===== config.mk =====
export PLATFORM = sky130hd
export DESIGN_NAME = tour_cmd_seq_flat
export DESIGN_NICKNAME = d
export VERILOG_FILES = /design/src/rtl/tour_cmd_seq_pkg.sv /design/src/rtl/tour_cmd_seq_if.sv /design/src/rtl/tour_cmd_seq_move_decode.sv /design/src/rtl/tour_cmd_seq.sv /design/src/flat_wrapper.sv
export SDC_FILE = /design/constraint.sdc
export NUM_CORES = 1
export LEC_CHECK = 0
export BUFFER_PORTS_ARGS = -buffer_cell sky130_fd_sc_hd__buf_2
export CAP_MARGIN = 20
export CORE_AREA = 2 2 70 72
export DETAILED_ROUTE_END_ITERATION = 8
export DIE_AREA = 0 0 72 74
export PLACE_DENSITY = 0.9
export SYNTH_ARGS = -nofsm -noshare
export SYNTH_HDL_FRONTEND = slang
export SYNTH_SLANG_ARGS = --single-unit
export TNS_END_PERCENT = 100

===== constraint.sdc =====
create_clock -name clk -period 5.6 [get_ports clk]
set_clock_uncertainty 0.05 [all_clocks]
set_input_delay 0.84 -clock clk [delete_from_list [all_inputs] [get_ports clk]]
set_output_delay 0.84 -clock clk [all_outputs]
set_load 0.005 [all_outputs]

===== src/rtl/tour_cmd_seq_pkg.sv =====
`default_nettype none
// ============================================================================
//  Module   : tour_cmd_seq_pkg
//  Purpose  : Shared types and constants for the knight's-tour command
//             sequencer. Holds the FSM state type, the opcode, heading and
//             fault codes, and the one-hot move to (dx, dy) table.
//  Ports    : none (package)
//  Revision : 1.0  initial release
// ============================================================================
package tour_cmd_seq_pkg;

  typedef enum logic [2:0] {
    S_IDLE   = 3'd0,
    S_XSTART = 3'd1,
    S_XWAIT  = 3'd2,
    S_YSTART = 3'd3,
    S_YWAIT  = 3'd4,
    S_FAULT  = 3'd5
  } state_t;

  localparam logic [3:0] OP_MOVE    = 4'h2;
  localparam logic [3:0] OP_FANFARE = 4'h3;

  localparam logic [7:0] HDG_N = 8'h00;
  localparam logic [7:0] HDG_S = 8'h7F;
  localparam logic [7:0] HDG_W = 8'h3F;
  localparam logic [7:0] HDG_E = 8'hBF;

  localparam logic [1:0] FAULT_NONE    = 2'b00;
  localparam logic [1:0] FAULT_TIMEOUT = 2'b01;
  localparam logic [1:0] FAULT_ILLEGAL = 2'b10;

  // Leg lengths kept as 3-bit two's complement (range -2..+2).
  typedef struct packed {
    logic [2:0] dx;
    logic [2:0] dy;
  } delta_t;

  // Non-one-hot moves return a zero delta; the caller flags them separately.
  function automatic delta_t move_delta(input logic [7:0] move);
    delta_t d;
    d = '0;
    case (move)
      8'h01:   begin d.dx = 3'b111; d.dy = 3'b010; end
      8'h02:   begin d.dx = 3'b001; d.dy = 3'b010; end
      8'h04:   begin d.dx = 3'b110; d.dy = 3'b001; end
      8'h08:   begin d.dx = 3'b110; d.dy = 3'b111; end
      8'h10:   begin d.dx = 3'b111; d.dy = 3'b110; end
      8'h20:   begin d.dx = 3'b001; d.dy = 3'b110; end
      8'h40:   begin d.dx = 3'b010; d.dy = 3'b111; end
      8'h80:   begin d.dx = 3'b010; d.dy = 3'b001; end
      default: d = '0;
    endcase
    return d;
  endfunction

  // Magnitude of a 3-bit two's complement leg, widened to the squares field.
  function automatic logic [3:0] leg_squares(input logic [2:0] v);
    logic [2:0] neg;
    neg = ~v + 3'd1;
    return v[2] ? {1'b0, neg} : {1'b0, v};
  endfunction

endpackage
`default_nettype wire


===== src/rtl/tour_cmd_seq_if.sv =====
`default_nettype none
// ============================================================================
//  Module   : tour_cmd_seq_if
//  Purpose  : Bundles the sequencer's control, UART pass-through, command
//             processor handshake and status signals.
//  Ports    : master - drives start_tour/abort/move/cmd_UART/cmd_rdy_UART/
//                      clr_cmd_rdy/send_resp, observes the outputs
//             slave  - the sequencer side (mirror of master)
//  Revision : 1.0  initial release
// ============================================================================
interface tour_cmd_seq_if #(
  parameter int NUM_MOVES = 24
) ();
  localparam int IDX_W = (NUM_MOVES > 1) ? $clog2(NUM_MOVES) : 1;

  logic             start_tour;
  logic             abort;
  logic [7:0]       move;
  logic [15:0]      cmd_UART;
  logic             cmd_rdy_UART;
  logic             clr_cmd_rdy;
  logic             send_resp;
  logic [IDX_W-1:0] mv_indx;
  logic [15:0]      cmd;
  logic             cmd_rdy;
  logic [7:0]       resp;
  logic             tour_done;
  logic [1:0]       tour_fault;

  modport master (
    output start_tour, abort, move, cmd_UART, cmd_rdy_UART, clr_cmd_rdy, send_resp,
    input  mv_indx, cmd, cmd_rdy, resp, tour_done, tour_fault
  );

  modport slave (
    input  start_tour, abort, move, cmd_UART, cmd_rdy_UART, clr_cmd_rdy, send_resp,
    output mv_indx, cmd, cmd_rdy, resp, tour_done, tour_fault
  );
endinterface
`default_nettype wire


===== src/rtl/tour_cmd_seq_move_decode.sv =====
`default_nettype none
// ============================================================================
//  Module   : tour_cmd_seq_move_decode
//  Purpose  : Turns a one-hot knight move plus the active leg into the 16-bit
//             motion command {op, heading, squares}; flags non-one-hot moves.
//  Ports    : i_move    in  8   one-hot move
//             i_leg_y   in  1   0 = X leg, 1 = Y leg
//             i_fanfare in  1   Y leg uses the fanfare opcode
//             o_cmd     out 16  motion command
//             o_illegal out 1   move is not one-hot
//  Revision : 1.0  initial release
// ============================================================================
module tour_cmd_seq_move_decode
  import tour_cmd_seq_pkg::*;
(
  input  logic [7:0]  i_move,
  input  logic        i_leg_y,
  input  logic        i_fanfare,
  output logic [15:0] o_cmd,
  output logic        o_illegal
);

  delta_t     w_d;
  logic [3:0] w_op;
  logic [7:0] w_hdg;
  logic [3:0] w_sq;

  always_comb begin
    w_d       = move_delta(i_move);
    o_illegal = (i_move == 8'h00) || ((i_move & (i_move - 8'd1)) != 8'h00);
    if (i_leg_y) begin
      w_op  = i_fanfare ? OP_FANFARE : OP_MOVE;
      w_hdg = (!w_d.dy[2] && (w_d.dy != 3'd0)) ? HDG_N : HDG_S;
      w_sq  = leg_squares(w_d.dy);
    end else begin
      w_op  = OP_MOVE;
      w_hdg = w_d.dx[2] ? HDG_W : HDG_E;
      w_sq  = leg_squares(w_d.dx);
    end
    o_cmd = {w_op, w_hdg, w_sq};
  end

endmodule
`default_nettype wire


===== src/rtl/tour_cmd_seq.sv =====
`default_nettype none
// ============================================================================
//  Module   : tour_cmd_seq
//  Purpose  : Replays a solved knight's tour as X-leg then Y-leg commands to
//             the command processor; passes UART commands through while not
//             touring. Supports abort, response timeout and fault reporting.
//  Ports    : clk    in  1  system clock
//             rst_n  in  1  synchronous active-low reset
//             bus    slave modport of tour_cmd_seq_if (control, UART path,
//                    handshake, mv_indx/cmd/cmd_rdy/resp/tour_done/tour_fault)
//  Revision : 1.0  initial release
// ============================================================================
module tour_cmd_seq
  import tour_cmd_seq_pkg::*;
#(
  parameter int         NUM_MOVES    = 24,
  parameter int         FANFARE_MODE = 1,
  parameter int         TIMEOUT_CYC  = 1_000_000,
  parameter logic [7:0] RESP_DONE    = 8'hA5,
  parameter logic [7:0] RESP_ACK     = 8'h5A
) (
  input  logic           clk,
  input  logic           rst_n,
  tour_cmd_seq_if.slave  bus
);

  localparam int IDX_W = (NUM_MOVES > 1) ? $clog2(NUM_MOVES) : 1;
  localparam int CNT_W = (TIMEOUT_CYC > 1) ? $clog2(TIMEOUT_CYC) : 1;
  localparam logic [IDX_W-1:0] C_LAST_IDX = IDX_W'(NUM_MOVES - 1);
  localparam logic [CNT_W-1:0] C_TO_LAST  = CNT_W'((TIMEOUT_CYC > 0) ? TIMEOUT_CYC - 1 : 0);
  localparam bit               C_TO_EN    = (TIMEOUT_CYC != 0);

  state_t           r_state;
  logic [IDX_W-1:0] r_mv_indx;
  logic [CNT_W-1:0] r_to_cnt;
  logic [1:0]       r_tour_fault;
  logic             r_tour_done;

  logic        w_last;
  logic        w_timeout;
  logic        w_leg_y;
  logic        w_fanfare;
  logic [15:0] w_dec_cmd;
  logic        w_illegal;
  logic [15:0] w_cmd;
  logic        w_cmd_rdy;

  assign w_last  = (r_mv_indx == C_LAST_IDX);
  // The counter holds the number of WAIT cycles already spent; the cycle in
  // which it reads TIMEOUT_CYC-1 is the last one in which send_resp may land.
  assign w_timeout = C_TO_EN && (r_to_cnt == C_TO_LAST);
  assign w_leg_y   = (r_state == S_YSTART) || (r_state == S_YWAIT);

  if (FANFARE_MODE == 1) begin : g_fan_every
    assign w_fanfare = 1'b1;
  end else if (FANFARE_MODE == 2) begin : g_fan_last
    assign w_fanfare = w_last;
  end else begin : g_fan_never
    assign w_fanfare = 1'b0;
  end

  tour_cmd_seq_move_decode u_decode (
    .i_move    (bus.move),
    .i_leg_y   (w_leg_y),
    .i_fanfare (w_fanfare),
    .o_cmd     (w_dec_cmd),
    .o_illegal (w_illegal)
  );

  always_ff @(posedge clk) begin
    if (!rst_n) begin
      r_state      <= S_IDLE;
      r_mv_indx    <= '0;
      r_to_cnt     <= '0;
      r_tour_fault <= FAULT_NONE;
      r_tour_done  <= 1'b0;
    end else begin
      r_tour_done <= 1'b0;
      if (bus.abort && (r_state != S_IDLE)) begin
        r_state <= S_IDLE;
      end else begin
        case (r_state)
          S_IDLE, S_FAULT: begin
            if (bus.start_tour) begin
              r_mv_indx    <= '0;
              r_tour_fault <= FAULT_NONE;
              r_state      <= S_XSTART;
            end
          end
          S_XSTART: begin
            if (w_illegal) begin
              r_tour_fault <= FAULT_ILLEGAL;
              r_state      <= S_FAULT;
            end else if (bus.clr_cmd_rdy) begin
              r_to_cnt <= '0;
              r_state  <= S_XWAIT;
            end
          end
          S_XWAIT: begin
            if (bus.send_resp) begin
              r_state <= S_YSTART;
            end else if (w_timeout) begin
              r_tour_fault <= FAULT_TIMEOUT;
              r_state      <= S_FAULT;
            end else begin
              r_to_cnt <= r_to_cnt + 1'b1;
            end
          end
          S_YSTART: begin
            if (bus.clr_cmd_rdy) begin
              r_to_cnt <= '0;
              r_state  <= S_YWAIT;
            end
          end
          S_YWAIT: begin
            if (bus.send_resp) begin
              if (w_last) begin
                r_tour_done <= 1'b1;
                r_state     <= S_IDLE;
              end else begin
                r_mv_indx <= r_mv_indx + 1'b1;
                r_state   <= S_XSTART;
              end
            end else if (w_timeout) begin
              r_tour_fault <= FAULT_TIMEOUT;
              r_state      <= S_FAULT;
            end else begin
              r_to_cnt <= r_to_cnt + 1'b1;
            end
          end
          default: r_state <= S_IDLE;
        endcase
      end
    end
  end

  // Command path: UART pass-through when not touring, decoded leg otherwise.
  always_comb begin
    w_cmd     = w_dec_cmd;
    w_cmd_rdy = 1'b0;
    case (r_state)
      S_IDLE, S_FAULT: begin
        w_cmd     = bus.cmd_UART;
        w_cmd_rdy = bus.cmd_rdy_UART;
      end
      S_XSTART: w_cmd_rdy = !w_illegal;
      S_YSTART: w_cmd_rdy = 1'b1;
      default:  w_cmd_rdy = 1'b0;
    endcase
  end

  assign bus.cmd        = w_cmd;
  assign bus.cmd_rdy    = w_cmd_rdy;
  assign bus.mv_indx    = r_mv_indx;
  assign bus.resp       = w_last ? RESP_DONE : RESP_ACK;
  assign bus.tour_done  = r_tour_done;
  assign bus.tour_fault = r_tour_fault;

endmodule
`default_nettype wire


===== src/flat_wrapper.sv =====
// flat-port wrapper written by rule: the top's interface ports become plain ports
module tour_cmd_seq_flat import tour_cmd_seq_pkg::*;
#(
  parameter int         NUM_MOVES    = 24,
  parameter int         FANFARE_MODE = 1,
  parameter int         TIMEOUT_CYC  = 1_000_000,
  parameter logic [7:0] RESP_DONE    = 8'hA5,
  parameter logic [7:0] RESP_ACK     = 8'h5A
)
  (clk, rst_n, bus_start_tour, bus_abort, bus_move, bus_cmd_UART, bus_cmd_rdy_UART, bus_clr_cmd_rdy, bus_send_resp, bus_mv_indx, bus_cmd, bus_cmd_rdy, bus_resp, bus_tour_done, bus_tour_fault);
  tour_cmd_seq_if #(.NUM_MOVES(NUM_MOVES)) bus_i ();
  input  logic clk;
  input  logic rst_n;
  input wire logic [$bits(bus_i.start_tour)-1:0] bus_start_tour;
  input wire logic [$bits(bus_i.abort)-1:0] bus_abort;
  input wire logic [$bits(bus_i.move)-1:0] bus_move;
  input wire logic [$bits(bus_i.cmd_UART)-1:0] bus_cmd_UART;
  input wire logic [$bits(bus_i.cmd_rdy_UART)-1:0] bus_cmd_rdy_UART;
  input wire logic [$bits(bus_i.clr_cmd_rdy)-1:0] bus_clr_cmd_rdy;
  input wire logic [$bits(bus_i.send_resp)-1:0] bus_send_resp;
  output wire logic [$bits(bus_i.mv_indx)-1:0] bus_mv_indx;
  output wire logic [$bits(bus_i.cmd)-1:0] bus_cmd;
  output wire logic [$bits(bus_i.cmd_rdy)-1:0] bus_cmd_rdy;
  output wire logic [$bits(bus_i.resp)-1:0] bus_resp;
  output wire logic [$bits(bus_i.tour_done)-1:0] bus_tour_done;
  output wire logic [$bits(bus_i.tour_fault)-1:0] bus_tour_fault;
  assign bus_i.start_tour = bus_start_tour;
  assign bus_i.abort = bus_abort;
  assign bus_i.move = bus_move;
  assign bus_i.cmd_UART = bus_cmd_UART;
  assign bus_i.cmd_rdy_UART = bus_cmd_rdy_UART;
  assign bus_i.clr_cmd_rdy = bus_clr_cmd_rdy;
  assign bus_i.send_resp = bus_send_resp;
  assign bus_mv_indx = bus_i.mv_indx;
  assign bus_cmd = bus_i.cmd;
  assign bus_cmd_rdy = bus_i.cmd_rdy;
  assign bus_resp = bus_i.resp;
  assign bus_tour_done = bus_i.tour_done;
  assign bus_tour_fault = bus_i.tour_fault;
  tour_cmd_seq #(.NUM_MOVES(NUM_MOVES), .FANFARE_MODE(FANFARE_MODE), .TIMEOUT_CYC(TIMEOUT_CYC), .RESP_DONE(RESP_DONE), .RESP_ACK(RESP_ACK)) u_core (.clk(clk), .rst_n(rst_n), .bus(bus_i));
endmodule

==> results of run 1 <==
[report_power, final]
part	internal, mW	switching [mW]	leakage (nW)
registers	0.233	0.0338	0.250
logic	0.146	0.214	0.738
clock network	0.144	0.0845	0.0612
total	0.522	0.332	1.05
[worst max-delay path by stage]
stage          slack [ns]  depth (start not counted)         from    endpoint
4_1_cts              1.90                          9  bus_move[2]  bus_cmd[9]
6_report             1.87                          9  bus_move[2]  bus_cmd[9]
3_3_place_gp         1.99                          9  bus_move[2]  bus_cmd[9]
2_1_floorplan        2.26                          9  bus_move[6]  bus_cmd[4]
3_5_place_dp         1.91                         10  bus_move[2]  bus_cmd[9]
5_1_grt              1.62                          9  bus_move[1]  bus_cmd[9]
[critical path, stage by stage]
cell,delay (ns)
sky130_fd_sc_hd__buf_2,0.13
sky130_fd_sc_hd__nor4b_1,0.36
sky130_fd_sc_hd__a211oi_2,0.13
sky130_fd_sc_hd__nor2_1,0.20
sky130_fd_sc_hd__inv_1,0.08
sky130_fd_sc_hd__ha_1,0.24
sky130_fd_sc_hd__nor3_1,0.53
sky130_fd_sc_hd__o22ai_1,0.16
sky130_fd_sc_hd__buf_2,0.16
[cell families after synthesis]
group | Yosys count
AND/OR/NAND/NOR | 164
flip-flops | 31
AO/OA/AOI/OAI | 119
adder cells (fa/ha/maj) | 4
XOR/XNOR | 8
buffers and inverters | 33
[metal layers]
metal / global-route usage / share of wire
met3: 0.0447 / 0.061
met5: 0 / 0
met1: 0.314 / 0.45
met4: 0.0734 / 0.011
met2: 0.424 / 0.48
[per-stage QoR]
step	hold WS, ns	utilization
6_report	0.434	0.631
5_1_grt	0.475	0.631
2_1_floorplan	0.397	-
3_5_place_dp	0.422	0.605
3_3_place_gp	0.413	0.605
4_1_cts	0.439	0.631
[state kept, by name (all words and copies together), names as in the netlist]
register	cells
u_core.r_to_cnt	20
u_core.bus.tour_done	1
u_core.bus.mv_indx	5
u_core.bus.tour_fault	2
u_core.r_state	3
[cell type report]
| class | count | share of cell area |
|---|---|---|
| Clock buffer | 6 | 0.0285 |
| Sequential cell | 31 | 0.214 |
| Clock inverter | 2 | 0.0121 |
| Tap cell | 54 | 0.0233 |
| Inverter | 9 | 0.0116 |
| Timing Repair Buffer | 63 | 0.109 |
| Multi-Input combinational cell | 295 | 0.602 |
[layout by cell type (no fill, tap or decap), types with 5 or more instances in the layout]
master and n:
sky130_fd_sc_hd__nor3_1 13, sky130_fd_sc_hd__nand2b_1 5, sky130_fd_sc_hd__dfxtp_1 31, sky130_fd_sc_hd__o22ai_1 8, sky130_fd_sc_hd__nand4_1 6, sky130_fd_sc_hd__o21ai_0 43
sky130_fd_sc_hd__nor2b_1 7, sky130_fd_sc_hd__inv_1 9, sky130_fd_sc_hd__nor4_1 5, sky130_fd_sc_hd__nor4b_1 5, sky130_fd_sc_hd__and2_1 5, sky130_fd_sc_hd__nand3_1 22
sky130_fd_sc_hd__nor2_1 32, sky130_fd_sc_hd__nand2_1 34, sky130_fd_sc_hd__buf_2 63, sky130_fd_sc_hd__a21oi_1 30, sky130_fd_sc_hd__clkbuf_8 6, sky130_fd_sc_hd__or3_1 14
sky130_fd_sc_hd__o31ai_1 5
==> results by stage, run 1 <==
Clock network:
- The CTS sink count is 31.
- The latest clock arrival within the worst-skew pair is 0.29 ns.
- The post-CTS resize count is 0.
- The number of setup buffers added after CTS is 0.
- The clock-pin slew of the registers on the worst-case setup and hold paths is ~0.070 ns.
- No sink is reached through more buffers than the 2 on the longest clock path.
- The CTS buffer count is 5.
- The H-tree depth reported by CTS is 2.
- In this run the clock root is driven by a sky130_fd_sc_hd__clkbuf_8.
- The clock tree from TritonCTS is built.
- The hold buffer count at CTS is 0.

STA:
- Of the available clock period, the critical path in the final layout requires 0.667.
- The final setup slack of the worst path is 1.87 ns.
- For the pin with the worst max-slew slack, the measured transition is roughly 1.0 ns.
- The number of failing hold endpoints at the final stage is 0.
- Static timing analysis puts the maximum clock frequency at roughly 270 MHz.
- The final count of negative-setup-slack endpoints is 0.
- The time the final worst path needs with I/O delays and setup is 3.73 ns.
- Setup repair after global routing left no endpoint under its margin.
- The number of slew-limit violations in the final report is 0.
- In this run the tightest slew margin relative to its limit is 0.315.
- The total negative slack for setup checks is 0 ns.

Yosys:
- The most used flip-flop cell after synthesis is sky130_fd_sc_hd__dfxtp_1.
- The most numerous cell in the Yosys netlist is sky130_fd_sc_hd__o21ai_0.
- The dominant cell type by area after synthesis is sky130_fd_sc_hd__dfxtp_1.
- The number of synthesized flops with an enable pin is 0.
- The portion of netlist area occupied by mux cells is 0.
- The total number of yosys warnings is 0.
- The combined area of all synthesized cells is between 0.002 and 0.003 mm^2.
- The register bit count reported by yosys is 31.
- The mean instance size in the synthesized netlist is 7.06 um^2.
- After synthesis, the cell types taking the most area are sky130_fd_sc_hd__dfxtp_1 24%, sky130_fd_sc_hd__o21ai_0 8.5%, sky130_fd_sc_hd__a21oi_1 5.9%, sky130_fd_sc_hd__nand2_1 5.0%, sky130_fd_sc_hd__nor2_1 4.7%.
- In the synthesized netlist, the cells that appear most often are 43 x sky130_fd_sc_hd__o21ai_0, 34 x sky130_fd_sc_hd__nand2_1, 32 x sky130_fd_sc_hd__nor2_1.
- The largest family of logic cells by synthesized area is simple AND/OR/NAND/NOR gates.
- The fraction of registers with async set/reset is 0.
- The simple-gate area share of the yosys netlist is 0.339.
- Of the total synthesized cell area, the portion taken by full adders, half adders and majority gates is 0.0198.
- The complex-gate fraction of the synthesized area was 0.303.
- The gate count after technology mapping is 359.
- The net count after synthesis is 394.
- The share of the Yosys chip area taken by registers is 0.245.
- The area share of xor/xnor cells in the synthesized design is 0.0277.
- The top-area cell type share of the netlist area is 0.245.
- The count of unique library cells instantiated by Yosys is 59.

Worst setup path:
- For the worst flop-to-flop path, the logic depth is 6.
- For the worst setup path, the data required time is 4.71 ns.
- The category of the most critical setup path is in -> out.
- The worst setup path is captured at an output pin.
- The worst setup path is launched from an input port.
- The internal reg-to-reg setup slack is 2.48 ns.
- The worst register-to-register path ends at u_core.r_to_cnt[8].
- The maximum fanout encountered on the critical timing path is 6.
- The worst register-to-register path begins at u_core.r_state[1].
- The data arrival time of the critical path is around 2.8 ns.

Floorplanning:
- The count of pins on the block boundary is 64.
- From bottom edge to top edge, the die measures 74 um.
- The core box area is 0.00460 mm^2.
- In this run the core area contains 25 standard-cell rows.
- The effective utilization at floorplan is 0.551.
- The width of the chip is 72 um.
- The die area is approximately 0.0053 mm^2.

Placement:
- The placed standard-cell area is 0.00278 mm^2.
- Routability-driven placement finished with a final weighted congestion of 0.877.
- The pre-CTS setup slack is 1.91 ns.
- The port buffer count is 63.
- The number of placed instances, taps included is 452.
- Summed over all nets, the half-perimeter wirelength after detailed placement is 4.77 mm.

Final layout:
- The number of fillers in the final layout is 406.
- The repair_antennas step left the layout with diodes totalling 0.
- Summing all non-filler instances in the final layout gives an area of 0.00290 mm^2.
- The area of the multi-input gates is about 0.0017 mm^2.
- The net count of the finished layout is 440.
- The sequential cells in the finished layout cover a total of 621 um^2.
- The number of standard cells in the final layout excluding fillers is 460.
- The area added between synthesis and finish is 14.5%.
- Of the cells placed in the final design, the portion with a size suffix greater than 1 is 0.212.

Power and ir drop:
- The completed layout was analyzed and its total power is 0.854 mW.
- The ratio of total power to cell area is between 200 and 300 mW/mm^2.
- The peak supply drop is 0.000164 V.
- Summed over all cells, the static leakage comes to 1.05 nW.

Worst hold path:
- The end of the worst hold path is u_core.bus.tour_fault[0].
- The startpoint identified for the worst hold timing path is u_core.bus.tour_fault[0].
- The class of the most critical hold timing path is reg -> reg.
- The worst hold path was traced through 2 stages.

Detailed routing:
- The count of TritonRoute iterations in the first routing pass is 5.
- The detail-routed via count per cell is around 6.2.
- The detailed-route wire length is 6.39 mm.
- The detailed-route DRC error count is 0.
- The final route contains 2841 vias.
- The routed length per instance is 13.9 um.
- The DRC marker count from the first detailed-route iteration is about 170.
- In this run the remaining antenna-violating nets after routing total 0.

Run:
- The tool flagged a number of max-cap violations equal to 0.

Run status:
- The run finished with clean final reports.

Global route:
- The remaining global-route overflow is 0.
- The via count of the first global-routing pass is ~2500.
- Entering global routing, the biggest net connects 32 pins.
- The number of antenna violations at the first check in global routing is 0.
- Across every metal layer, demand over resource in global routing totals 0.245.
- The global-route wire length before repair is roughly 11 mm.
Note: power is estimated with default switching activity, not from simulation.
==> run 2, diff against run 1 <==
--- a/config.mk
+++ b/config.mk
@@ -7,10 +7,10 @@
 export LEC_CHECK = 0
 export BUFFER_PORTS_ARGS = -buffer_cell sky130_fd_sc_hd__buf_2
 export CAP_MARGIN = 20
-export CORE_AREA = 2 2 70 72
+export CORE_AREA = 2 2 72 74
 export DETAILED_ROUTE_END_ITERATION = 8
-export DIE_AREA = 0 0 72 74
-export PLACE_DENSITY = 0.9
+export DIE_AREA = 0 0 74 76
+export PLACE_DENSITY = 0.86
 export SYNTH_ARGS = -nofsm -noshare
 export SYNTH_HDL_FRONTEND = slang
 export SYNTH_SLANG_ARGS = --single-unit
==> constraint.sdc (replaced) <==
create_clock -name clk -period 3.75 [get_ports clk]
set_clock_uncertainty 0.05 [all_clocks]
set_input_delay 0.5625 -clock clk [delete_from_list [all_inputs] [get_ports clk]]
set_output_delay 0.5625 -clock clk [all_outputs]
set_load 0.005 [all_outputs]
==> results by stage, run 2 (synthesis results as in run 1) <==
STA:
- The worst hold slack is 0.455 ns (was 0.434 ns).
- The normalized max-slew margin is 0.388 (was 0.315).
- The number of failing hold endpoints at the final stage is 0 (unchanged).
- The final count of negative-setup-slack endpoints is 0 (unchanged).
- The number of slew-limit violations in the final report was 0 (unchanged).
- The total negative slack for setup checks is 0 ns (unchanged).
- Setup repair after global routing missed its margin: false (unchanged).
- The share of the cycle needed by the critical path after routing is 0.854.
- Timing would allow up to 312 MHz.
- The final setup slack of the worst path is 0.548 ns (was 1.87 ns).
- The clock period could shrink to 3.20 ns.
- The slew at the pin closest to its max-slew limit is 0.916 ns (was 1.03 ns).

Final layout:
- The final design area excluding fillers is 0.00294 mm^2 (was 0.00290 mm^2).
- The number of flip-flops in the largest register was 20 (unchanged).
- The register ranked first by flip-flop count is u_core.r_to_cnt (unchanged).
- Highest-count cells in the layout ignoring fill and taps: 63 x sky130_fd_sc_hd__buf_2, 43 x sky130_fd_sc_hd__o21ai_0, 34 x sky130_fd_sc_hd__nand2_1 (unchanged).
- The layout cell share with drive strength beyond 1 is 0.216 (was 0.212).
- The final layout net count is 442 (was 440).
- The area added between synthesis and finish was 15.9% (was 14.5%).
- The commonest non-fill, non-tap cell in the layout is sky130_fd_sc_hd__buf_2 (unchanged).
- The post-route core utilization is 0.598 (was 0.631).
- The antenna diode count was 0 (unchanged).
- The number of standard cells in the final layout excluding fillers is 478 (was 460).

Floorplanning:
- The cell row count is 26 (was 25).
- The die height is 76 um (was 74 um).
- The count of pins on the block boundary is 64 (unchanged).
- The effective utilization at floorplan is 0.516 (was 0.551).
- The width of the chip was 74 um (was 72 um).
- The core box area is 0.00491 mm^2 (was 0.00460 mm^2).
- The die area is 0.00562 mm^2 (was 0.00533 mm^2).

Detailed routing:
- The total number of vias is 2899 (was 2841).
- The routed length per instance came to 13.9 um (about the same).
- The count of TritonRoute iterations in the first routing pass was 5 (unchanged).
- The remaining antenna violation count is 0 (unchanged).
- The detailed-route wire length was 6.65 mm (was 6.39 mm).
- The detail-routed via count per cell is 6.06 (was 6.18).
- The detailed-route DRC error count was 0 (unchanged).
- The DRC marker count from the first detailed-route iteration was 221 (was 173).

Clock network:
- The H-tree depth reported by CTS is 2 (unchanged).
- The largest buffer count on any clock path is 2 (unchanged).
- The library cell used as clock root buffer is sky130_fd_sc_hd__clkbuf_8 (unchanged).
- The CTS sink count was 31 (unchanged).
- The post-CTS resize count came to 0 (unchanged).
- The clock-pin slew of the registers on the worst-case setup and hold paths was 0.07 ns (about the same).
- The clock tree from TritonCTS is built (unchanged).
- The hold buffer count at CTS is 0 (unchanged).
- The CTS buffer count is 5 (unchanged).
- The number of setup buffers added after CTS was 0 (unchanged).
- The latest clock arrival within the worst-skew pair is 0.29 ns (about the same).

Global route:
- The number of antenna violations at the first check in global routing is 0 (unchanged).
- The global-route wire length before repair is 10.9 mm (was 10.7 mm).
- The largest net degree at the start of global routing is 32 (unchanged).
- The remaining global-route overflow is 0 (unchanged).
- The via count of the first global-routing pass is 2454 (was 2511).
- The overall track demand over capacity in global routing is 0.234 (was 0.245).

Worst setup path:
- The required time reported for the critical path endpoint is 3.14 ns (was 4.71 ns).
- The category of the most critical setup path is in -> out (unchanged).
- The maximum fanout encountered on the critical timing path was 6 (unchanged).
- The category of the worst setup path capture point is an output pin (unchanged).
- The data arrival time of the critical path is 2.59 ns (was 2.84 ns).
- The type of origin of the critical path is an input port (unchanged).

Placement:
- The number of placed instances, taps included is 470 (was 452).
- The placed standard-cell area is 0.00282 mm^2 (was 0.00278 mm^2).
- The sum of net half-perimeters after detailed placement is 4.88 mm (was 4.77 mm).
- The pre-CTS setup slack was 0.562 ns (was 1.91 ns).
- The final estimated routing congestion in global placement came to 0.847 (was 0.877).
- The port buffer count is 63 (unchanged).

Run status:
- Status: finished clean (unchanged).

Run:
- The number of max-cap violations is 0 (unchanged).

Power and ir drop:
- The reported leakage power is 1.06 nW (was 1.05 nW).
- The peak supply drop is 0.000237 V (was 0.000164 V).
- The total power of the final layout is 1.29 mW (was 0.854 mW).
- The ratio of total power to cell area is 439 mW/mm^2 (was 294 mW/mm^2).

Worst hold path:
- The class of the most critical hold timing path is reg -> reg (unchanged).
-- run 2: area by class of cell --
cell class / instances / area (um^2)
Fill cell: 457 / 1980
Clock buffer: 6 / 82.6
Sequential cell: 31 / 621
Inverter: 9 / 33.8
Tap cell: 70 / 87.6
Timing Repair Buffer: 65 / 330
Multi-Input combinational cell: 295 / 1750
Clock inverter: 2 / 35.0
-- run 2: layer usage --
metal,GRT usage,vias to the layer above,part of all wire
met5,0,-,0
met4,0.0709,0,0.017
met3,0.0450,19,0.067
met2,0.363,124,0.46
met1,0.325,1331,0.45
li1,-,1425,-
-- run 2: worst max-delay path: stages --
cell,delay [ns]
sky130_fd_sc_hd__buf_2,0.13
sky130_fd_sc_hd__nor4b_1,0.37
sky130_fd_sc_hd__a211oi_2,0.14
sky130_fd_sc_hd__nor2_1,0.21
sky130_fd_sc_hd__inv_1,0.07
sky130_fd_sc_hd__ha_1,0.23
sky130_fd_sc_hd__nor3_1,0.54
sky130_fd_sc_hd__o22ai_1,0.16
sky130_fd_sc_hd__buf_2,0.16
-- run 2: where the power goes --
group / internal [mW] / switching [mW] / total, mW / leakage, nW
Clock: 0.215 / 0.130 / 0.345 / 0.0612
Sequential: 0.347 / 0.0513 / 0.399 / 0.250
Combinational: 0.221 / 0.323 / 0.545 / 0.749
Total: 0.783 / 0.505 / 1.29 / 1.06
-- run 2: path summary, 6_finish.rpt --
check / cells after the start / slack, ns / endpoint / startpoint
min reg2reg: 2 / 0.45 / u_core.r_to_cnt[19] / u_core.r_to_cnt[19]
min: 2 / 0.45 / u_core.r_to_cnt[19] / u_core.r_to_cnt[19]
max reg2reg: 5 / 0.97 / u_core.r_to_cnt[11] / u_core.r_state[0]
max: 9 / 0.55 / bus_cmd[9] / bus_move[2]
==> run 3, diff against run 2 <==
--- a/config.mk
+++ b/config.mk
@@ -5,11 +5,14 @@
 export SDC_FILE = /design/constraint.sdc
 export NUM_CORES = 1
 export LEC_CHECK = 0
+export ABC_AREA = 1
 export BUFFER_PORTS_ARGS = -buffer_cell sky130_fd_sc_hd__buf_2
 export CAP_MARGIN = 20
-export CORE_AREA = 2 2 72 74
+export CELL_PAD_IN_SITES_DETAIL_PLACEMENT = 0
+export CELL_PAD_IN_SITES_GLOBAL_PLACEMENT = 2
+export CORE_AREA = 2 2 100 102
 export DETAILED_ROUTE_END_ITERATION = 8
-export DIE_AREA = 0 0 74 76
+export DIE_AREA = 0 0 102 104
 export PLACE_DENSITY = 0.86
 export SYNTH_ARGS = -nofsm -noshare
 export SYNTH_HDL_FRONTEND = slang
==> results by stage, run 3 <==
STA:
- The number of failing hold endpoints at the final stage was 0 (unchanged).
- Setup repair after global routing missed its margin: false (unchanged).
- The share of the cycle needed by the critical path after routing came to 0.760 (was 0.854).
- The final count of negative-setup-slack endpoints is 0 (unchanged).
- The time the final worst path needs with I/O delays and setup is 2.85 ns (was 3.20 ns).
- The slew at the pin closest to its max-slew limit is 0.773 ns (was 0.916 ns).
- The fmax is 351 MHz (was 312 MHz).
- The total negative slack for setup checks is 0 ns (unchanged).
- The number of slew-limit violations in the final report is 0 (unchanged).
- The worst hold slack is 0.421 ns (was 0.455 ns).
- The normalized max-slew margin is 0.484 (was 0.388).

Clock network:
- The largest buffer count on any clock path is 2 (unchanged).
- The number of setup buffers added after CTS is 0 (unchanged).
- The CTS buffer count came to 5 (unchanged).
- The library cell used as clock root buffer is sky130_fd_sc_hd__clkbuf_8 (unchanged).
- The clock tree from TritonCTS is built (unchanged).
- The clock-pin slew of the registers on the worst-case setup and hold paths came to 0.07 ns (about the same).
- The hold buffer count at CTS is 0 (unchanged).
- The latest clock arrival within the worst-skew pair was 0.29 ns (about the same).
- The H-tree depth reported by CTS was 2 (unchanged).
- The post-CTS resize count was 0 (unchanged).
- The CTS sink count was 31 (unchanged).

Detailed routing:
- The remaining antenna violation count is 0 (unchanged).
- The count of TritonRoute iterations in the first routing pass is 4 (was 5).
- The routed length per instance is 10.8 um (was 13.9 um).
- The total number of vias came to 2704 (was 2899).
- The detailed-route wire length is 6.71 mm (was 6.65 mm).
- The DRC marker count from the first detailed-route iteration is 94 (was 221).
- The detailed-route DRC error count is 0 (unchanged).
- The detail-routed via count per cell is 4.35 (was 6.06).

Final layout:
- The number of standard cells in the final layout excluding fillers was 621 (was 478).
- The number of fillers in the final layout came to 1123 (was 457).
- The area added between synthesis and finish is 19.6% (was 15.9%).
- The commonest non-fill, non-tap cell in the layout is sky130_fd_sc_hd__nand2_1 (was sky130_fd_sc_hd__buf_2).
- The antenna diode count came to 0 (unchanged).
- The layout cell share with drive strength beyond 1 came to 0.199 (was 0.216).
- Highest-count cells in the layout ignoring fill and taps: 142 x sky130_fd_sc_hd__nand2_1, 84 x sky130_fd_sc_hd__nor2_1, 63 x sky130_fd_sc_hd__buf_2 (was 63 x sky130_fd_sc_hd__buf_2, 43 x sky130_fd_sc_hd__o21ai_0, 34 x sky130_fd_sc_hd__nand2_1).
- The number of flip-flops in the largest register was 20 (unchanged).
- The final layout net count is 522 (was 442).
- The register ranked first by flip-flop count is u_core.r_to_cnt (unchanged).
- The final design area excluding fillers is 0.00301 mm^2 (was 0.00294 mm^2).

Yosys:
- The gate count after technology mapping is 432 (was 359).
- The mean instance size in the synthesized netlist was 5.83 um^2 (was 7.06 um^2).
- The portion of netlist area occupied by mux cells is 0.00397 (was 0).
- The fraction of registers with async set/reset is 0 (unchanged).
- The share of synthesized cell area in full adder, half adder and majority cells is 0.0199 (was 0.0198).
- The top-area cell type share of the netlist area is 0.246 (was 0.245).
- Largest cells by area after synthesis: sky130_fd_sc_hd__dfxtp_1 25%, sky130_fd_sc_hd__nand2_1 21%, sky130_fd_sc_hd__nor2_1 13%, sky130_fd_sc_hd__inv_1 6.0%, sky130_fd_sc_hd__nand3_1 5.2% (was sky130_fd_sc_hd__dfxtp_1 24%, sky130_fd_sc_hd__o21ai_0 8.5%, sky130_fd_sc_hd__a21oi_1 5.9%, sky130_fd_sc_hd__nand2_1 5.0%, sky130_fd_sc_hd__nor2_1 4.7%).
- The largest family of logic cells by synthesized area is simple AND/OR/NAND/NOR gates (unchanged).
- The number of synthesized flops with an enable pin is 0 (unchanged).
- The count of unique library cells instantiated by Yosys is 36 (was 59).
- The complex-gate fraction of the synthesized area was 0.0989 (was 0.303).
- The dominant cell type by area after synthesis is sky130_fd_sc_hd__dfxtp_1 (unchanged).
- Top cells by instance count after synthesis: 142 x sky130_fd_sc_hd__nand2_1, 84 x sky130_fd_sc_hd__nor2_1, 40 x sky130_fd_sc_hd__inv_1 (was 43 x sky130_fd_sc_hd__o21ai_0, 34 x sky130_fd_sc_hd__nand2_1, 32 x sky130_fd_sc_hd__nor2_1).
- The sequential fraction of the synthesis area is 0.246 (was 0.245).
- The total number of yosys warnings was 0 (unchanged).
- The simple-gate area share of the yosys netlist is 0.465 (was 0.339).
- The most used flip-flop cell after synthesis is sky130_fd_sc_hd__dfxtp_1 (unchanged).
- The net count after synthesis is 467 (was 394).
- The area share of xor/xnor cells in the synthesized design is 0.0556 (was 0.0277).
- The register bit count reported by yosys is 31 (unchanged).
- The most numerous cell in the Yosys netlist is sky130_fd_sc_hd__nand2_1 (was sky130_fd_sc_hd__o21ai_0).
- The combined area of all synthesized cells was 0.00252 mm^2 (was 0.00253 mm^2).

Power and ir drop:
- The reported leakage power is 1.36 nW (was 1.06 nW).
- The total power of the final layout is 1.60 mW (was 1.29 mW).
- The peak supply drop was 0.000275 V (was 0.000237 V).
- The ratio of total power to cell area is 530 mW/mm^2 (was 439 mW/mm^2).

Worst setup path:
- The category of the worst setup path capture point is an output pin (unchanged).
- The data arrival time of the critical path came to 2.24 ns (was 2.59 ns).
- The library cell appearing most often on the critical path is sky130_fd_sc_hd__nor2_1 (was sky130_fd_sc_hd__buf_2).
- The required time reported for the critical path endpoint is 3.14 ns (about the same).
- The family with the most delay on the worst path is simple AND/OR/NAND/NOR gates (unchanged).
- The type of origin of the critical path is an input port (unchanged).
- CP cell instances: buf_2 > nor2_1 > nand3_1 > nor2_1 > nor2_1 > ha_1 > inv_1 > nand2_1 > o21ai_1 > nand2_1 > buf_2 (was buf_2 > nor4b_1 > a211oi_2 > nor2_1 > inv_1 > ha_1 > nor3_1 > o22ai_1 > buf_2).
- The worst stage delay on the critical path is 0.32 ns (was 0.54 ns).
- The cell with the biggest individual delay on the critical path is sky130_fd_sc_hd__o21ai_1 (was sky130_fd_sc_hd__nor3_1).
- The worst path buffer plus inverter count came to 3 (unchanged).
- The category of the most critical setup path is in -> out (unchanged).
- The maximum fanout encountered on the critical timing path is 6 (unchanged).

Global route:
- The largest net degree at the start of global routing is 22 (was 32).
- The number of antenna violations at the first check in global routing is 0 (unchanged).
- The via count of the first global-routing pass is 2579 (was 2454).
- The remaining global-route overflow was 0 (unchanged).
- The overall track demand over capacity in global routing is 0.131 (was 0.234).
- The global-route wire length before repair is 11.5 mm (was 10.9 mm).

Placement:
- The port buffer count was 63 (unchanged).
- The placed standard-cell area came to 0.00290 mm^2 (was 0.00282 mm^2).
- The number of placed instances, taps included is 613 (was 470).
- The sum of net half-perimeters after detailed placement was 5.15 mm (was 4.88 mm).
- The final estimated routing congestion in global placement came to 0.838 (was 0.847).

Floorplanning:
- The cell row count is 36 (was 26).
- The die area is 0.0106 mm^2 (was 0.00562 mm^2).
- The die height is 104 um (was 76 um).
- The effective utilization at floorplan came to 0.264 (was 0.516).
- The core box area came to 0.00955 mm^2 (was 0.00491 mm^2).
- The count of pins on the block boundary came to 64 (unchanged).
- The width of the chip was 102 um (was 74 um).

Run:
- The number of max-cap violations is 0 (unchanged).

Run status:
- Status: finished clean (unchanged).

Worst hold path:
- The class of the most critical hold timing path is reg -> reg (unchanged).
==> run 3: cell types whose count changed in the layout (fill, tap and decap cells not counted), moves of 7 or more <==
| cell | before | now |
|---|---|---|
| sky130_fd_sc_hd__o21ai_0 | 43 | 7 |
| sky130_fd_sc_hd__nor2b_1 | 7 | 0 |
| sky130_fd_sc_hd__inv_1 | 9 | 40 |
| sky130_fd_sc_hd__or3_1 | 14 | 0 |
| sky130_fd_sc_hd__xor2_1 | 4 | 13 |
| sky130_fd_sc_hd__a21oi_1 | 30 | 19 |
| sky130_fd_sc_hd__o22ai_1 | 8 | 0 |
| sky130_fd_sc_hd__nor2_1 | 32 | 84 |
| sky130_fd_sc_hd__nand2_1 | 34 | 142 |
| sky130_fd_sc_hd__nor3_1 | 13 | 1 |
==> run 3: metal layers <==
layer  part of all wire  GRT usage  wire length [um]  up-vias
li1                   -          -                 -     1452
met1               0.50      0.173              3320     1187
met2               0.45      0.219              3050       59
met3              0.040     0.0255               270        6
met4              0.010     0.0314                68        0
met5                  0          0                 0        -
==> run 3: final timing paths <==
path,from,end,slack [ns],cells after the start
setup / recovery,bus_move[3],bus_cmd[6],0.90,11
setup reg to reg,u_core.r_to_cnt[0],u_core.r_to_cnt[12],1.63,10
hold / removal,u_core.bus.tour_fault[1],u_core.bus.tour_fault[1],0.42,2
hold reg to reg,u_core.bus.tour_fault[1],u_core.bus.tour_fault[1],0.42,2
==> run 3: power by group <==
part / switching (mW) / total, mW / internal, mW
Clock: 0.138 / 0.353 / 0.215
Combinational: 0.566 / 0.855 / 0.289
Sequential: 0.0340 / 0.390 / 0.356
Total: 0.738 / 1.60 / 0.860
==> run 3: logic make-up (layout without fill, tap and decap cells) <==
kind of cell / Yosys count / in the layout
fa+ha+maj: 4 / 4
simple gates: 279 / 279
flops: 31 / 31
compound gates: 40 / 40
mux: 1 / 1
buf+inv: 61 / 117
xor+xnor: 16 / 16
==> run 3: layout make-up <==
type                    instances  area, um^2  share of cell area
clock inverters                 2        35.0              0.0116
well taps                     133         166              0.0552
flip-flops and latches         31         621               0.206
inverters                      46         173              0.0573
clock buffers                   6        82.6              0.0274
repair buffers                 63         315               0.105
multi-input cells             340        1620               0.538
==> run 3: worst register-to-register path, stage by stage, from the launching register on <==
cell,delay [ns]
sky130_fd_sc_hd__dfxtp_1,0.37
sky130_fd_sc_hd__ha_1,0.29
sky130_fd_sc_hd__nand2_1,0.16
sky130_fd_sc_hd__nor2_1,0.05
sky130_fd_sc_hd__nand2_1,0.18
sky130_fd_sc_hd__nand2_1,0.10
sky130_fd_sc_hd__nand2_1,0.12
sky130_fd_sc_hd__nand2_2,0.07
sky130_fd_sc_hd__nor2_4,0.40
sky130_fd_sc_hd__nand2_1,0.12
sky130_fd_sc_hd__a21oi_1,0.14
==> run 3: stage by stage <==
stage | utilization | worst slack [ns]
after floorplan | - | 1.38
after global placement | 0.303 | 0.982
final | 0.316 | 0.899
after global routing | 0.316 | 0.618
after CTS | 0.316 | 0.907
after detailed placement | 0.303 | 0.922
